<file path="src/rtl/sdram_arb_pkg.sv">
// sdram_arb_pkg: shared state type and default slot timing for sdram_slot_arbiter.
package sdram_arb_pkg;

  typedef enum logic {
    IDLE = 1'b0,
    BUSY = 1'b1
  } arb_state_e;

  // Default slot length (clk cycles) and read-capture phase within the slot.
  localparam int ARB_SLOT_CYCLES = 8;
  localparam int ARB_RD_CAPTURE  = 7;

endpackage

</file>
<file path="src/rtl/sdram_slot_arbiter_rr_pick.sv">
// rr_pick: combinational rotate-priority finder. Searches last_i+1, last_i+2, ...
// modulo NREQ and returns the first requester found plus a valid flag.
module rr_pick #(
  parameter int NREQ = 4,
  parameter int IW   = $clog2(NREQ)
) (
  input  logic [NREQ-1:0] req_i,
  input  logic [IW-1:0]   last_i,
  output logic [IW-1:0]   gnt_o,
  output logic            vld_o
);

  // Doubling the vector lets a single right shift rotate the search origin to bit 0.
  logic [2*NREQ-1:0] dbl;
  logic [NREQ-1:0]   rot;

  assign dbl   = {req_i, req_i} >> (int'(last_i) + 1);
  assign rot   = dbl[NREQ-1:0];
  assign vld_o = |req_i;

  // Lowest set bit of the rotated vector is the nearest requester after last_i.
  always_comb begin
    gnt_o = '0;
    for (int p = NREQ - 1; p >= 0; p--) begin
      if (rot[p]) gnt_o = IW'((int'(last_i) + 1 + p) % NREQ);
    end
  end

endmodule

</file>
<file path="src/rtl/sdram_slot_arbiter.sv">
// sdram_slot_arbiter: shares one sdram controller port between NREQ requesters.
// One access per SLOT_CYCLES-long slot, granted at phase 0, acked at the slot end.
// Optional build macro SDRAM_ARB_PRIO0_EN: requester 0 gets fixed top priority and
// the remaining requesters rotate among themselves.
module sdram_slot_arbiter
  import sdram_arb_pkg::*;
#(
  parameter int NREQ        = 4,
  parameter int AW          = 25,
  parameter int DW          = 8,
  parameter int SLOT_CYCLES = ARB_SLOT_CYCLES,
  parameter int RD_CAPTURE  = ARB_RD_CAPTURE
) (
  input  logic              clk,
  input  logic              reset,
  input  logic [NREQ-1:0]   req,
  input  logic [NREQ-1:0]   req_we,
  input  logic [NREQ*AW-1:0] req_addr,
  input  logic [NREQ*DW-1:0] req_din,
  output logic [NREQ-1:0]   ack,
  output logic [DW-1:0]     rdata,
  output logic              clkref,
  output logic              mem_oe,
  output logic              mem_we,
  output logic [AW-1:0]     mem_addr,
  output logic [DW-1:0]     mem_din,
  input  logic [DW-1:0]     mem_dout
);

  localparam int IW = $clog2(NREQ);
  localparam int PW = $clog2(SLOT_CYCLES);
  localparam logic [PW-1:0] PH_LAST = PW'(SLOT_CYCLES - 1);
  localparam logic [PW-1:0] PH_CAP  = PW'(RD_CAPTURE);
  localparam logic [PW-1:0] PH_HALF = PW'(SLOT_CYCLES / 2);

  logic [PW-1:0]   phase_q, phase_d;
  logic            clkref_q;
  arb_state_e      state_q;
  logic [IW-1:0]   last_q, g_q;
  logic            oe_q, we_q;
  logic [AW-1:0]   addr_q;
  logic [DW-1:0]   din_q, rdata_q;
  logic [NREQ-1:0] ack_q, ack_d;

  logic [NREQ-1:0] rr_req;
  logic [IW-1:0]   rr_g, pick_g;
  logic            rr_v, pick_v, upd_last;
  logic [AW-1:0]   sel_addr;
  logic [DW-1:0]   sel_din;
  logic            sel_we;

  rr_pick #(.NREQ(NREQ), .IW(IW)) u_pick (
    .req_i  (rr_req),
    .last_i (last_q),
    .gnt_o  (rr_g),
    .vld_o  (rr_v)
  );

`ifdef SDRAM_ARB_PRIO0_EN
  // Requester 0 bypasses the rotation; only grants to others move last_grant.
  assign rr_req   = {req[NREQ-1:1], 1'b0};
  assign pick_v   = req[0] | rr_v;
  assign pick_g   = req[0] ? '0 : rr_g;
  assign upd_last = ~req[0] & rr_v;
`else
  assign rr_req   = req;
  assign pick_v   = rr_v;
  assign pick_g   = rr_g;
  assign upd_last = rr_v;
`endif

  assign phase_d = phase_q + PW'(1);

  // Select the winning requester's fields for latching at slot start.
  always_comb begin
    sel_addr = '0;
    sel_din  = '0;
    sel_we   = 1'b0;
    for (int i = 0; i < NREQ; i++) begin
      if (pick_g == IW'(i)) begin
        sel_addr = req_addr[i*AW +: AW];
        sel_din  = req_din[i*DW +: DW];
        sel_we   = req_we[i];
      end
    end
  end

  // Completion pulse for the slot owner on the last phase of a busy slot.
  always_comb begin
    ack_d = '0;
    for (int i = 0; i < NREQ; i++) begin
      ack_d[i] = (state_q == BUSY) && (phase_q == PH_LAST) && (g_q == IW'(i));
    end
  end

  // Free-running slot phase and the clkref strobe aligned to it.
  always_ff @(posedge clk) begin
    if (reset) begin
      phase_q  <= '0;
      clkref_q <= 1'b0;
    end else begin
      phase_q  <= phase_d;
      clkref_q <= (phase_d >= PH_HALF);
    end
  end

  // Slot ownership: decide at phase 0, hold the controller outputs for the slot.
  always_ff @(posedge clk) begin
    if (reset) begin
      state_q <= IDLE;
      last_q  <= IW'(NREQ - 1);
      g_q     <= '0;
      oe_q    <= 1'b0;
      we_q    <= 1'b0;
      addr_q  <= '0;
      din_q   <= '0;
    end else if (phase_q == '0) begin
      if (pick_v) begin
        state_q <= BUSY;
        g_q     <= pick_g;
        oe_q    <= ~sel_we;
        we_q    <= sel_we;
        addr_q  <= sel_addr;
        din_q   <= sel_din;
        if (upd_last) last_q <= pick_g;
      end else begin
        state_q <= IDLE;
        oe_q    <= 1'b0;
        we_q    <= 1'b0;
      end
    end
  end

  // Read data capture and one-cycle ack; rdata holds between captures.
  always_ff @(posedge clk) begin
    if (reset) begin
      rdata_q <= '0;
      ack_q   <= '0;
    end else begin
      ack_q <= ack_d;
      if ((state_q == BUSY) && (phase_q == PH_CAP) && !we_q) rdata_q <= mem_dout;
    end
  end

  assign ack      = ack_q;
  assign rdata    = rdata_q;
  assign clkref   = clkref_q;
  assign mem_oe   = oe_q;
  assign mem_we   = we_q;
  assign mem_addr = addr_q;
  assign mem_din  = din_q;

endmodule

</file>
<file path="config.mk">
export PLATFORM = sky130hd
export DESIGN_NAME = sdram_slot_arbiter
export DESIGN_NICKNAME = d
export VERILOG_FILES = /design/src/rtl/sdram_arb_pkg.sv /design/src/rtl/sdram_slot_arbiter_rr_pick.sv /design/src/rtl/sdram_slot_arbiter.sv
export SDC_FILE = /design/constraint.sdc
export NUM_CORES = 1
export LEC_CHECK = 0
export CAP_MARGIN = 15
export CORE_MARGIN = 3
export CORE_UTILIZATION = 37
export DETAILED_ROUTE_END_ITERATION = 12
export PLACE_DENSITY = 0.82
export SLEW_MARGIN = 20
export SYNTH_ARGS = -nofsm -noshare
export SYNTH_HDL_FRONTEND = slang
export SYNTH_SLANG_ARGS = --single-unit
</file>
<file path="constraint.sdc">
create_clock -name clk -period 2.2 [get_ports clk]
set_input_delay 0.22 -clock clk [delete_from_list [all_inputs] [get_ports clk]]
set_output_delay 0.22 -clock clk [all_outputs]
set_load 0.01 [all_outputs]
</file>
==> metrics.csv <==
metric,value,unit
Routability Congestion,0.851,
total grt overflow,0,
Die Footprint,0.00930,mm^2
port bufs,197,
Syn Inst Count,369,
Leak,2.00,nW
Root Driver,clkbuf_8,
final setup skew,0.00778,ns
critical path's largest stage delay,0.43,ns
"commonest non-fill, non-tap cell in the layout",clkdlybuf4s50_1,
Synth area leaders,"dfxtp_1 (36%), mux2_2 (11%), o221ai_1 (9.3%), a21oi_1 (7.1%), nand2_1 (6.7%)",
Min-Delay Path Class,in2reg,
Crit Path Class,in2reg,
NetSw,0.000957,W
Critical Path Start Type,input port,
Placed Cells,658,
chip height,96.5,um
hold depth,3,
final worst path period need,2.03,ns
post-CTS setup buffers,0,
fin util,67.3,%
Max VDD drop,0.332,mV
most frequent cells in the layout,"clkdlybuf4s50_1 (196), dfxtp_1 (55), nand2_1 (54)",
row cnt,32,
die width,96.5,um
core area,0.00785,mm^2
antenna cells,0,
"Slowest-stage cell, CP",clkdlybuf4s50_1,
post-synthesis register bit count,55,
CTS sink count,55,
Post-Route WL,11000,um
final total power,0.00301,W
fin worst setup slack,0.168,ns
Int Power,0.00206,W
"Seq/Total Area, Yosys",36.4,%
Netlist cell types,35,
max-cap violation count,0,
Most used DFF post-synth,dfxtp_1,
Worst setup EP type,flop,
PwrDens,570,mW/mm^2
Layout area overhead,74.5,%
vias,3599,
Synth Cell Area,0.00303,mm^2
Crit path required time,2.40,ns
Async SR Flop Fraction,0,%
sequential power share,38.9,%
FF+latch area,0.00110,mm^2
Post-synth EDFFs,0,
RSZ-0062 raised after global routing,false,
layout cell share with drive strength beyond 1,11.9,%
synth warn,0,
Mean Syn Cell Area,8.21,um^2
post-DP HPWL,8540,um
DRT Pass-1 Iters,4,
clk slew on worst S/H paths,0.10,ns
Finished Layout Cells,666,
Slew @ Worst Pin,0.656,ns
cell taking the most area after synthesis,dfxtp_1,
status,completed,
Synth top area share,36.4,%
logic gate share of total power,42.0,%
DRC Markers,0,
CP max FO,14,
Initial Util,38.6,%
Rel. slew slack,56.2,%
endpoints failing hold,0,
WP data arrival,2.23,ns
first-pass GRT wire length,16600,um
Clk pwr share,19.1,%
Vias/cell,5.40,
post-synthesis net count,522,
area occupied by multi-input gates,0.00167,mm^2
final net count,716,
initial DRC count,188,
I/O pins,198,
Setup WS pre-CTS,-0.139,ns
Reg2Reg Depth,6,
final setup violation count,0,
antenna violations before repair,0,
CTS tree,yes,
period utilisation layout,92.4,%
Slew Limit Fails,0,
largest net degree at the start of global routing,36,
Setup TNS,0,ns
H-tree depth,2,
FMAX,492,MHz
switch share,31.8,%
DRT antenna net count,0,
cts bufs inserted,5,
Clock Latency Late Sink,0.31,ns
CP cell instances,"clkdlybuf4s50_1, or2_4, a311oi_4, buf_4, mux2_2, o221ai_1, a21oi_1",
WL per Instance,16.5,um
vias in the first global route,3470,
GRT Util Overall,22.8,%
CTS max path bufs,2,
fillcell total,686,
## synth_stat cells, types with 3 or more instances
cell type  number
dfxtp_1        55
nand2_1        54
a21oi_1        43
inv_1          33
o221ai_1       32
a31oi_1        30
mux2_2         30
clkbuf_1       25
nor2_1         12
mux2i_1         6
nor2b_1         6
nand2b_1        4
a211oi_1        3
a221oi_1        3
buf_6           3
ha_1            3
or2_0           3
## kinds of logic (layout without fill, tap and decap cells)
kind of cell | count (synthesis) | after routing | synth area share, %
buffers and inverters | 65 | 260 | 8.88
adder cells (fa/ha/maj) | 3 | 3 | 1.24
multiplexers | 36 | 36 | 13.1
AO/OA/AOI/OAI | 119 | 119 | 26.7
flip-flops | 55 | 55 | 36.4
AND/OR/NAND/NOR | 91 | 91 | 13.7
## flip-flops by register name (all words and copies together) (netlist names)
register	flops
mem_addr	25
mem_din	8
rdata	8
ack	4
phase_q	3
g_q	2
last_q	2
mem_oe	1
mem_we	1
state_q	1
## path summary, 6_finish.rpt
check                     startpoint                         to  slack [ns]
max                           req[0]  mem_addr[20]$_SDFFE_PP0P_        0.17
min                      mem_dout[6]      rdata[6]$_SDFFE_PP0P_        0.45
max reg2reg   last_q[0]$_SDFFE_PP1P_  mem_addr[20]$_SDFFE_PP0P_        0.22
min reg2reg  mem_din[6]$_SDFFE_PP0P_    mem_din[6]$_SDFFE_PP0P_        0.46
## power by group through the flow
stage / clock, W / sequential, W / combinational (W)
final: 0.000576 / 0.00117 / 0.00126
after global routing: 0.000635 / 0.00119 / 0.00136
after CTS: 0.000591 / 0.00117 / 0.00127
after detailed placement: 0 / 0.00119 / 0.00126
after global placement: 0 / 0.00119 / 0.00123
after floorplan: 0 / 0.00123 / 0.000570
## per-stage QoR
stage               cell area (um^2)  hold slack (ns)
finish                          5280            0.451
detailed placement              5190            0.442
CTS                             5280            0.439
floorplan                       3030            0.356
global placement                5190            0.428
global route                    5280            0.449
## routing by layer
| layer | routed length (um) | global-route usage [%] | up-vias |
|---|---|---|---|
| li1 | - | - | 1716 |
| met1 | 4100 | 26.1 | 1685 |
| met2 | 5630 | 40.6 | 172 |
| met3 | 1010 | 6.58 | 26 |
| met4 | 264 | 7.36 | 0 |
| met5 | 0 | 0 | - |
## worst max-delay path, delay by kind of cell
kind / cells / cell delay, ns
buf+inv: 2 / 0.73
compound gates: 3 / 0.64
mux: 1 / 0.36
simple gates: 1 / 0.28
## what timing repair did
item                                    in CTS  in global routing
endpoints found under the setup margin       0                  1
hold buffers                                 0                  0
gates resized for setup                      0                  1
## layout make-up
type                       instances  share of cell area [%]
clock buffer                       5                    1.30
clock inverter                     3                   0.450
inverter                          33                    2.34
multi-input combinational        249                    31.5
sequential                        55                    20.8
tap                              102                    2.42
timing repair buffer             219                    41.1
No activity file was read; power rests on OpenSTA's default activity.
